### config.mk
export PLATFORM = sky130hd
export DESIGN_NAME = sort_sched_flat
export DESIGN_NICKNAME = d
export VERILOG_FILES = /design/src/rtl/sort_sched_if.sv /design/src/rtl/sort_sched.sv /design/src/flat_wrapper.sv
export SDC_FILE = /design/constraint.sdc
export NUM_CORES = 1
export LEC_CHECK = 0
export CORE_AREA = 5 5 703 705
export CTS_CLUSTER_SIZE = 24
export DETAILED_ROUTE_END_ITERATION = 8
export DIE_AREA = 0 0 708 710
export PLACE_DENSITY_LB_ADDON = 0.2
export SYNTH_ARGS = -nofsm -noshare
export SYNTH_HDL_FRONTEND = slang
export SYNTH_SLANG_ARGS = --single-unit
### constraint.sdc
create_clock -name clk -period 3.1 [get_ports clk]
set_input_delay 0.31 -clock clk [delete_from_list [all_inputs] [get_ports clk]]
set_output_delay 0.31 -clock clk [all_outputs]
set_load 0.01 [all_outputs]
### src/rtl/sort_sched_if.sv
// Requester, response and sorter-side signals of the sort job scheduler.
// The slave modport is the scheduler's view; master is the environment's view.
interface sort_sched_if #(
  parameter int DATA_WIDTH = 8,
  parameter int DATA_CNT   = 32,
  parameter int NUM_REQ    = 4
);
  logic [NUM_REQ-1:0]                     req;
  logic [NUM_REQ*DATA_CNT*DATA_WIDTH-1:0] req_data;
  logic [NUM_REQ-1:0]                     gnt;
  logic [NUM_REQ-1:0]                     rsp_valid;
  logic [NUM_REQ-1:0]                     rsp_ready;
  logic [DATA_CNT*DATA_WIDTH-1:0]         rsp_data;
  logic                                   rsp_err;
  logic                                   write_en;
  logic [DATA_WIDTH-1:0]                  write_data   [DATA_CNT-1:0];
  logic                                   compare_en;
  logic [DATA_WIDTH-1:0]                  compare_data [DATA_CNT-1:0];
  logic                                   busy;

  modport slave (
    input  req, req_data, rsp_ready, compare_en, compare_data,
    output gnt, rsp_valid, rsp_data, rsp_err, write_en, write_data, busy
  );

  modport master (
    output req, req_data, rsp_ready, compare_en, compare_data,
    input  gnt, rsp_valid, rsp_data, rsp_err, write_en, write_data, busy
  );
endinterface

### src/rtl/sort_sched.sv
// Round-robin scheduler that hands one requester's job at a time to an external
// sorter, waits (with timeout) for its result and returns it to the job owner.
module sort_sched #(
  parameter int DATA_WIDTH = 8,
  parameter int DATA_CNT   = 32,
  parameter int NUM_REQ    = 4,
  parameter int TIMEOUT    = 255
) (
  input logic         clk,
  input logic         rst_n,
  sort_sched_if.slave bus
);
  localparam int PW = $clog2(NUM_REQ);
  localparam int VW = DATA_CNT * DATA_WIDTH;
  localparam logic [NUM_REQ-1:0] ONE = NUM_REQ'(1);

  typedef enum logic [1:0] {IDLE, ISSUE, WAIT, RESP} state_t;

  state_t                state, state_d;
  logic [PW-1:0]         rr_ptr, rr_ptr_d, owner, owner_d;
  logic [15:0]           wait_cnt, wait_cnt_d;
  logic [NUM_REQ-1:0]    gnt_q, gnt_d, rsp_valid_q, rsp_valid_d;
  logic                  write_en_q, write_en_d, rsp_err_q, rsp_err_d, busy_q, busy_d;
  logic [VW-1:0]         rsp_data_q, rsp_data_d;
  logic [DATA_WIDTH-1:0] write_data_q [DATA_CNT-1:0];
  logic [DATA_WIDTH-1:0] write_data_d [DATA_CNT-1:0];
  logic                  pick_ok;
  logic [PW-1:0]         pick;

  // Requester index k positions after base, wrapping at NUM_REQ.
  function automatic logic [PW-1:0] rr_idx(input logic [PW-1:0] base, input int k);
    int sum;
    sum = int'(base) + k;
    if (sum >= NUM_REQ) sum -= NUM_REQ;
    return sum[PW-1:0];
  endfunction

  // Scan from the farthest candidate back to rr_ptr so the nearest active request wins.
  always_comb begin
    pick_ok = 1'b0;
    pick    = rr_ptr;
    for (int k = NUM_REQ - 1; k >= 0; k--) begin
      if (bus.req[rr_idx(rr_ptr, k)]) begin
        pick_ok = 1'b1;
        pick    = rr_idx(rr_ptr, k);
      end
    end
  end

  always_comb begin
    // NOTE: every signal gets its hold/idle value first so no path leaves one unassigned (no latches).
    state_d      = state;
    rr_ptr_d     = rr_ptr;
    owner_d      = owner;
    wait_cnt_d   = wait_cnt;
    gnt_d        = '0;
    write_en_d   = 1'b0;
    rsp_valid_d  = rsp_valid_q;
    rsp_err_d    = rsp_err_q;
    rsp_data_d   = rsp_data_q;
    write_data_d = write_data_q;

    case (state)
      IDLE: if (pick_ok) begin
        state_d    = ISSUE;
        owner_d    = pick;
        gnt_d      = ONE << pick;
        write_en_d = 1'b1;
        for (int i = 0; i < DATA_CNT; i++)
          write_data_d[i] = bus.req_data[(int'(pick) * DATA_CNT + i) * DATA_WIDTH +: DATA_WIDTH];
      end
      ISSUE: begin
        state_d    = WAIT;
        wait_cnt_d = '0;
        rr_ptr_d   = (owner == PW'(NUM_REQ - 1)) ? '0 : owner + 1'b1;
      end
      WAIT: begin
        // A result arriving on the timeout cycle itself still counts as a result.
        if (bus.compare_en) begin
          state_d     = RESP;
          rsp_valid_d = ONE << owner;
          rsp_err_d   = 1'b0;
          for (int i = 0; i < DATA_CNT; i++)
            rsp_data_d[i * DATA_WIDTH +: DATA_WIDTH] = bus.compare_data[i];
        end else if (wait_cnt == 16'(TIMEOUT)) begin
          state_d     = RESP;
          rsp_valid_d = ONE << owner;
          rsp_err_d   = 1'b1;
          rsp_data_d  = '0;
        end else begin
          wait_cnt_d = wait_cnt + 16'd1;
        end
      end
      RESP: if (bus.rsp_ready[owner]) begin
        state_d     = IDLE;
        rsp_valid_d = '0;
      end
      default: state_d = IDLE;
    endcase

    busy_d = (state_d != IDLE);
  end

  // NOTE: non-blocking assignments so every register samples pre-edge values.
  always_ff @(posedge clk or negedge rst_n) begin
    if (!rst_n) begin
      state        <= IDLE;
      rr_ptr       <= '0;
      owner        <= '0;
      wait_cnt     <= '0;
      gnt_q        <= '0;
      write_en_q   <= 1'b0;
      rsp_valid_q  <= '0;
      rsp_err_q    <= 1'b0;
      rsp_data_q   <= '0;
      busy_q       <= 1'b0;
      // NOTE: the job buffer is a small register bank, so it is cleared like any other flop.
      write_data_q <= '{default: '0};
    end else begin
      state        <= state_d;
      rr_ptr       <= rr_ptr_d;
      owner        <= owner_d;
      wait_cnt     <= wait_cnt_d;
      gnt_q        <= gnt_d;
      write_en_q   <= write_en_d;
      rsp_valid_q  <= rsp_valid_d;
      rsp_err_q    <= rsp_err_d;
      rsp_data_q   <= rsp_data_d;
      busy_q       <= busy_d;
      write_data_q <= write_data_d;
    end
  end

  assign bus.gnt        = gnt_q;
  assign bus.write_en   = write_en_q;
  assign bus.write_data = write_data_q;
  assign bus.rsp_valid  = rsp_valid_q;
  assign bus.rsp_err    = rsp_err_q;
  assign bus.rsp_data   = rsp_data_q;
  assign bus.busy       = busy_q;
endmodule
### src/flat_wrapper.sv
// flat-port wrapper written by rule: the top's interface ports become plain ports
module sort_sched_flat 
#(
  parameter int DATA_WIDTH = 8,
  parameter int DATA_CNT   = 32,
  parameter int NUM_REQ    = 4,
  parameter int TIMEOUT    = 255
)
  (clk, rst_n, bus_req, bus_req_data, bus_rsp_ready, bus_compare_en, bus_compare_data, bus_gnt, bus_rsp_valid, bus_rsp_data, bus_rsp_err, bus_write_en, bus_write_data, bus_busy);
  sort_sched_if #(.DATA_WIDTH(DATA_WIDTH), .DATA_CNT(DATA_CNT), .NUM_REQ(NUM_REQ)) bus_i ();
  input logic clk;
  input logic rst_n;
  input wire logic [$bits(bus_i.req)-1:0] bus_req;
  input wire logic [$bits(bus_i.req_data)-1:0] bus_req_data;
  input wire logic [$bits(bus_i.rsp_ready)-1:0] bus_rsp_ready;
  input wire logic [$bits(bus_i.compare_en)-1:0] bus_compare_en;
  input wire logic [$bits(bus_i.compare_data)-1:0] bus_compare_data;
  output wire logic [$bits(bus_i.gnt)-1:0] bus_gnt;
  output wire logic [$bits(bus_i.rsp_valid)-1:0] bus_rsp_valid;
  output wire logic [$bits(bus_i.rsp_data)-1:0] bus_rsp_data;
  output wire logic [$bits(bus_i.rsp_err)-1:0] bus_rsp_err;
  output wire logic [$bits(bus_i.write_en)-1:0] bus_write_en;
  output wire logic [$bits(bus_i.write_data)-1:0] bus_write_data;
  output wire logic [$bits(bus_i.busy)-1:0] bus_busy;
  assign bus_i.req = bus_req;
  assign bus_i.req_data = bus_req_data;
  assign bus_i.rsp_ready = bus_rsp_ready;
  assign bus_i.compare_en = bus_compare_en;
  assign bus_i.compare_data = {>>{bus_compare_data}};
  assign bus_gnt = bus_i.gnt;
  assign bus_rsp_valid = bus_i.rsp_valid;
  assign bus_rsp_data = bus_i.rsp_data;
  assign bus_rsp_err = bus_i.rsp_err;
  assign bus_write_en = bus_i.write_en;
  assign bus_write_data = {>>{bus_i.write_data}};
  assign bus_busy = bus_i.busy;
  sort_sched #(.DATA_WIDTH(DATA_WIDTH), .DATA_CNT(DATA_CNT), .NUM_REQ(NUM_REQ), .TIMEOUT(TIMEOUT)) u_core (.clk(clk), .rst_n(rst_n), .bus(bus_i));
endmodule
# Yosys cells after proc, flatten, opt, wreduce, memory -nomap -nowiden
# Cells that the tools add are included.
# Widths: inputs -> output; s select.
[classes]
add_sub_neg = 40
multipliers = 0
div_mod_pow = 0
magnitude_cmp = 9
n_eq_ne = 9
shifts = 34
mux = 43
bitwise_logic = 0
n_reduce_logical = 9
[ops]
columns = ["cell", "n"]
rows = [
  ["$shiftx 1024x32->8", 31],
  ["$shiftx 1024x11->8", 1],
  ["$mux 256", 2],
  ["$add 7x5->8 const B", 16],
  ["$add 7x4->8 const B", 8],
  ["$add 7x3->8 const B", 4],
  ["$mux 16", 2],
  ["$pmux 16 s2", 1],
  ["$mux 2", 13],
  ["$mux 4", 5],
  ["$add 16x1->16 const B", 1],
  ["$add 7x2->8 const B", 2],
  ["$eq 16x8->1 const B", 1],
  ["$lt 2x3->1 const B", 5],
  ["$mux 1", 13],
  ["$bmux 1 s2", 5],
  ["$ge 3x3->1 const B", 3],
  ["$add 7x1->8 const B", 1],
  ["$pmux 2 s4", 1],
  ["$pmux 4 s2", 1],
  ["$reduce_bool 2->1", 4],
  ["$shl 1x2->4 const A", 2],
  ["$sub 2x1->2 const B", 4],
  ["$add 2x2->3 const B", 2],
  ["11 further kinds", 16],
]
[totals]
reg_bits = 545
latch_bits = 0
ramBits = 0
rom_bits = 0
in_bits = 1291
output_inout_bits = 523
word_cells = 186
n_memories = 0

# Depth between registers and ports, before layout
[depth]
depth_word = 12
mapped_depth = 9

# Worst setup path after synthesis
# Ideal clock, no wire load.
[synth_path]
path_kind = "flip-flop to flip-flop"
start = "reg u_core.wait_cnt[8]"
end = "reg u_core.rsp_data_q[100] (netlist: u_core.bus.rsp_data[100])"
setup_ns = 0.121
arrival_ns = 1.774
required_time_ns = 2.979
path_slack_ns = 1.205
path_stages_with_launch = 8
period_less_slack_ns = 1.895
cell_sequence = "dfrtp_1 > nor4_2 > nand3_1 > nor2_2 > o21ai_1 > clkbuf_1 > buf_2 > a22o_1"
[synth_via]
elab_chain_cells = 3
[synth_rtl]
columns = ["element", "line_no", "text"]
rows = [
  ["start, declared", "sort_sched.sv:21", "logic [15:0] wait_cnt, wait_cnt_d;"],
  ["start signal, assigned", "sort_sched.sv:123", "wait_cnt <= wait_cnt_d;"],
  ["$eq 16x8->1", "sort_sched.sv:85", "end else if (wait_cnt == 16'(TIMEOUT)) begin"],
  ["$reduce_bool 2->1 (no line)", "-", ""],
  ["$reduce_and 2->1 (no line)", "-", ""],
  ["end signal, assigned", "sort_sched.sv:128", "rsp_data_q <= rsp_data_d;"],
  ["end, declared", "sort_sched.sv:24", "logic [VW-1:0] rsp_data_q, rsp_data_d;"],
]
# Every way passes these cells.
# A chain may end at the register's enable or synchronous reset.

# Worst setup path after layout
[layout_path]
start = "reg u_core.rr_ptr[0]"
end = "reg u_core.write_data_q (netlist bit u_core.bus.write_data[169])"
[layout_via]
elab_chain_cells = 11
elab_cells_between_ends = 34
[layout_rtl]
columns = ["element", "line_no", "text"]
rows = [
  ["start, declared", "sort_sched.sv:20", "logic [PW-1:0] rr_ptr, rr_ptr_d, owner, owner_d;"],
  ["start signal, assigned", "sort_sched.sv:121", "rr_ptr <= rr_ptr_d;"],
  ["$add 2x2->3", "sort_sched.sv:33", "sum = int'(base) + k;"],
  ["$ge 3x3->1 / $sub 2x1->2 (equally long branches)", "sort_sched.sv:34", "if (sum >= NUM_REQ) sum -= NUM_REQ;"],
  ["$mux 2", "sort_sched.sv:34", ""],
  ["$bmux 1 s2", "sort_sched.sv:43", "if (bus.req[rr_idx(rr_ptr, k)]) begin"],
  ["$mux 1 (implied by the code)", "sort_sched.sv:43", ""],
  ["$mux 2 (4 in a row)", "sort_sched.sv:43", ""],
  ["$add 7x5->8", "sort_sched.sv:70", "write_data_d[i] = bus.req_data[(int'(pick) * DATA_CNT + i) * DATA_WIDTH +: DATA_WIDTH];"],
  ["$shiftx 1024x32->8", "sort_sched.sv:70", ""],
  ["end signal, assigned", "sort_sched.sv:130", "write_data_q <= write_data_d;"],
  ["end, declared", "sort_sched.sv:25", "logic [DATA_WIDTH-1:0] write_data_q [DATA_CNT-1:0];"],
]
# Several ways; a longest one is shown, not always the timed one. The select of a mux whose other input is x is not followed.

==> summary.md <==
| Metric | Value |
|---|---|
| Outcome | finished clean |
| DRC Markers | 0 |
| NumNets Final | 6032 |
| Setup CP Type | reg -> reg |
| Number of synthesized register bits | 545 |
| Critical path data required time | 3.82 ns |
| Later-pin clock latency in the skew report | 0.85 ns |
| Final worst path period share | 0.932 |
| CP Launch Type | flip-flop |
| Die width | 708 µm |
| Worst slack, placed | -0.161 ns |
| Switching Share | 0.481 |
| Routed len/inst | 34.8 µm |
| CTS Buf Count | 94 |
| Distinct cell type count after synthesis | 50 |
| Max_cap viols | 0 |
| Syn Nets | 4056 |
| Share of layout cells above drive strength 1 | 0.169 |
| Largest net degree at the start of global routing | 106 |
| Final setup margin | 0.212 ns |
| Highest Clock Rate | 346 MHz |
| Clk buf depth | 4 |
| DRT iter0 DRCs | 2020 |
| Pins Over Slew Limit | 0 |
| Port buffer count | 1813 |
| CP endpoint kind | flip-flop |
| Pwr Density | 961 nW/µm² |
| Worst vdd rail ir drop | 0.000444 V |
| RSZ-0062 raised after global routing | no |
| Hold WC Path Type | in -> async |
| Routability cong. | 0.946 |
| Register area share after synthesis | 0.454 |
| Slew headroom | 0.310 |
| Dpl cell area | 57700 µm² |
| Warnings, synthesis | 0 |
| Die Y | 710 µm |
| Part of the power in registers | 0.229 |
| Clock sink count | 545 |
| Vias in the first global route | 35500 |
| Starting Density | 0.0616 |
| Syn Std Cell Area | 30000 µm² |
| Row count | 257 |
| CP Max Fanout | 32 |
| Wire length of the first global-routing pass | 477000 µm |
| Storage element area | 13600 µm² |
| Final non-filler cell total | 11300 |
| Post-CTS setup buffer count | 0 |
| Gr ovfl total | 0 |
| Clock H-tree levels | 3 |
| Multi-input gate area | 14000 µm² |
| Clock root cell | clkbuf_16 |
| Worst Path Arrival | 3.60 ns |
| Syn Inst Count | 2760 |
| GRT Util Overall | 0.150 |
| DP HPWL | 346000 µm |
| LEAKAGE | 23.0 nW |
| WL final | 394000 µm |
| Area grow syn2layout | 106% |
| Tmin final | 2.89 ns |
| Placed insts | 11000 |
| Sw power | 0.0286 W |
| Vias/cell | 3.00 |
| Die area | 503000 µm² |
| Reg2Reg Setup Slack | 0.21 ns |
| Ports | 1814 |
| Worst Clk Skew | 0.0841 ns |
| # fillers | 55200 |
| Clock transition at path regs | 0.06 ns |
| Power Internal | 0.0309 W |
| Clock Power Share | 0.195 |
| Finished Cell Area | 62000 µm² |
| Mean Syn Cell Area | 10.9 µm² |
| Drt first pass iters | 5 |
| Core ar. | 488000 µm² |
| # setup viols final | 0 |
| Via count | 34000 |
| Fin. Hold Viols | 0 |
| CTS tree | built |
| Antenna violations before repair | 195 |
| Antenna viol nets, final | 0 |
| Worst slew pin tran | 1.03 ns |
| Gate power share | 0.577 |
-- cells in the final DEF, fill, tap and decap left out, drive strengths merged, types with 6 or more instances in the layout --
cell type | netlist | layout
a211oi | 517 | 517
a22o | 260 | 260
a31oi | 257 | 257
buf | 128 | 270
bufinv | 0 | 10
clkbuf | 163 | 136
clkdlybuf4s50 | 0 | 1806
clkinv | 0 | 15
dfrtp | 545 | 545
diode | 0 | 31
dlygate4sd3 | 0 | 95
inv | 263 | 266
mux2i | 257 | 257
nand2 | 12 | 12
nand3 | 8 | 8
nor2 | 275 | 275
nor2b | 6 | 6
o21ai | 8 | 8
xnor2 | 8 | 8
-- final cells by class --
class	count	area share
repair buffers	2171	0.353
multi-input cells	1661	0.226
clock buffers	136	0.0446
flip-flops and latches	545	0.220
well taps	6475	0.131
diodes	31	0.00125
clock inverters	33	0.00785
inverters	263	0.0160
-- cells in the mapped netlist (all sizes together) --
| cell | number | share of area |
|---|---|---|
| nor2 | 275 | 0.035 |
| nand4 | 2 | 0.00042 |
| nand3 | 8 | 0.0013 |
| ha | 5 | 0.0021 |
| a21oi | 2 | 0.00033 |
| o221ai | 1 | 0.00088 |
| dfrtp | 545 | 0.45 |
| a211oi | 517 | 0.19 |
| a2111oi | 1 | 0.00029 |
| clkbuf | 163 | 0.022 |
| and3 | 5 | 0.0010 |
| xnor2 | 8 | 0.0023 |
| nor3b | 1 | 0.00025 |
| a31oi | 257 | 0.054 |
| nand2b | 3 | 0.00063 |
| o22a | 1 | 0.00029 |
| buf | 128 | 0.026 |
| xor2 | 2 | 0.00058 |
| or4 | 1 | 0.00025 |
| o31ai | 3 | 0.00075 |
| or3b | 1 | 0.00037 |
| nor3 | 3 | 0.00050 |
| and4 | 1 | 0.00029 |
| nor4 | 3 | 0.0010 |
| a221o | 1 | 0.00033 |
| nand2 | 12 | 0.0015 |
| o2111a | 1 | 0.00037 |
| or2 | 1 | 0.00021 |
| nor2b | 6 | 0.0013 |
| a211o | 2 | 0.00058 |
| o211ai | 4 | 0.0010 |
| mux4 | 1 | 0.00075 |
| mux2i | 257 | 0.086 |
| o21a | 4 | 0.0010 |
| o21bai | 1 | 0.00037 |
| o21ai | 8 | 0.0016 |
| and2 | 3 | 0.00063 |
| a22o | 260 | 0.076 |
| inv | 263 | 0.033 |
-- metrics by stage --
| stage | TNS, ns | util | power, W | hold slack [ns] |
|---|---|---|---|---|
| 6_report | 0 | 0.127 | 0.0595 | 0.0250 |
| 5_1_grt | 0 | 0.127 | 0.0623 | 0.0308 |
| 4_1_cts | 0 | 0.127 | 0.0612 | 0.000247 |
| 3_5_place_dp | -0.529 | 0.118 | 0.0489 | 0.394 |
| 3_3_place_gp | -0.327 | 0.118 | 0.0490 | 0.375 |
| 2_1_floorplan | 0 | - | 0.0244 | 0.0144 |
-- worst paths after layout --
check	from	to	depth (start not counted)
setup / recovery	u_core.rr_ptr[0]	u_core.bus.write_data[169]	10
hold / removal	rst_n	u_core.bus.rsp_data[240]	2
setup reg to reg	u_core.rr_ptr[0]	u_core.bus.write_data[169]	10
hold reg to reg	u_core.bus.rsp_data[80]	u_core.bus.rsp_data[80]	1
max in group asynchronous	rst_n	u_core.bus.write_data[114]	3
min in group clk	bus_compare_data[110]	u_core.bus.rsp_data[110]	2
-- worst max-delay path, cell delays in order, from the launching register on --
cell	delay (ns)
dfrtp_1	0.36
buf_4	0.21
nor2b_1	0.30
o21ai_4	0.14
nand3_4	0.13
buf_12	0.16
buf_12	0.26
buf_4	0.20
mux2i_1	0.61
buf_4	0.23
a211oi_2	0.06
-- sequential cells by signal, indices dropped and copies added (netlist names) --
name / flops
u_core.bus.write_data: 256
u_core.rr_ptr: 2
u_core.bus.write_en: 1
u_core.bus.gnt: 4
u_core.bus.busy: 1
u_core.bus.rsp_err: 1
u_core.state: 2
u_core.owner: 2
u_core.bus.rsp_valid: 4
u_core.wait_cnt: 16
u_core.bus.rsp_data: 256
-- cell families (layout without fill, tap and decap cells) --
| logic type | after synthesis | count (layout) | share of synthesized area |
|---|---|---|---|
| other | 0 | 31 | 0 |
| muxes | 258 | 258 | 0.0864 |
| adders and majority gates | 5 | 5 | 0.00208 |
| buffers and inverters | 554 | 2603 | 0.0812 |
| AOI/OAI and AO/OA | 1063 | 1063 | 0.329 |
| and+or+nand+nor | 325 | 325 | 0.0443 |
| xor gates and xnor gates | 10 | 10 | 0.00292 |
| DFF | 545 | 545 | 0.454 |
-- layer usage --
metal	part of all wire	GRT usage	vias to the layer above
li1	-	-	14400
met1	0.39	0.173	17400
met2	0.48	0.259	1631
met3	0.089	0.0555	525
met4	0.033	0.0393	68
met5	0.0010	0	-
-- power groups by stage --
stage                     Clock [W]  Combinational, W  Sequential (W)
after floorplan                   0            0.0106          0.0138
after global placement            0            0.0352          0.0138
after detailed placement          0            0.0351          0.0138
after CTS                    0.0121            0.0354          0.0137
after global routing         0.0122            0.0361          0.0140
final                        0.0116            0.0343          0.0136
-- timing repair --
action                    in CTS  in global routing
hold endpoints to repair     125                  0
hold buffers                  95                  0
gates resized for setup        0                  0
(Power assumes the default switching activity.)
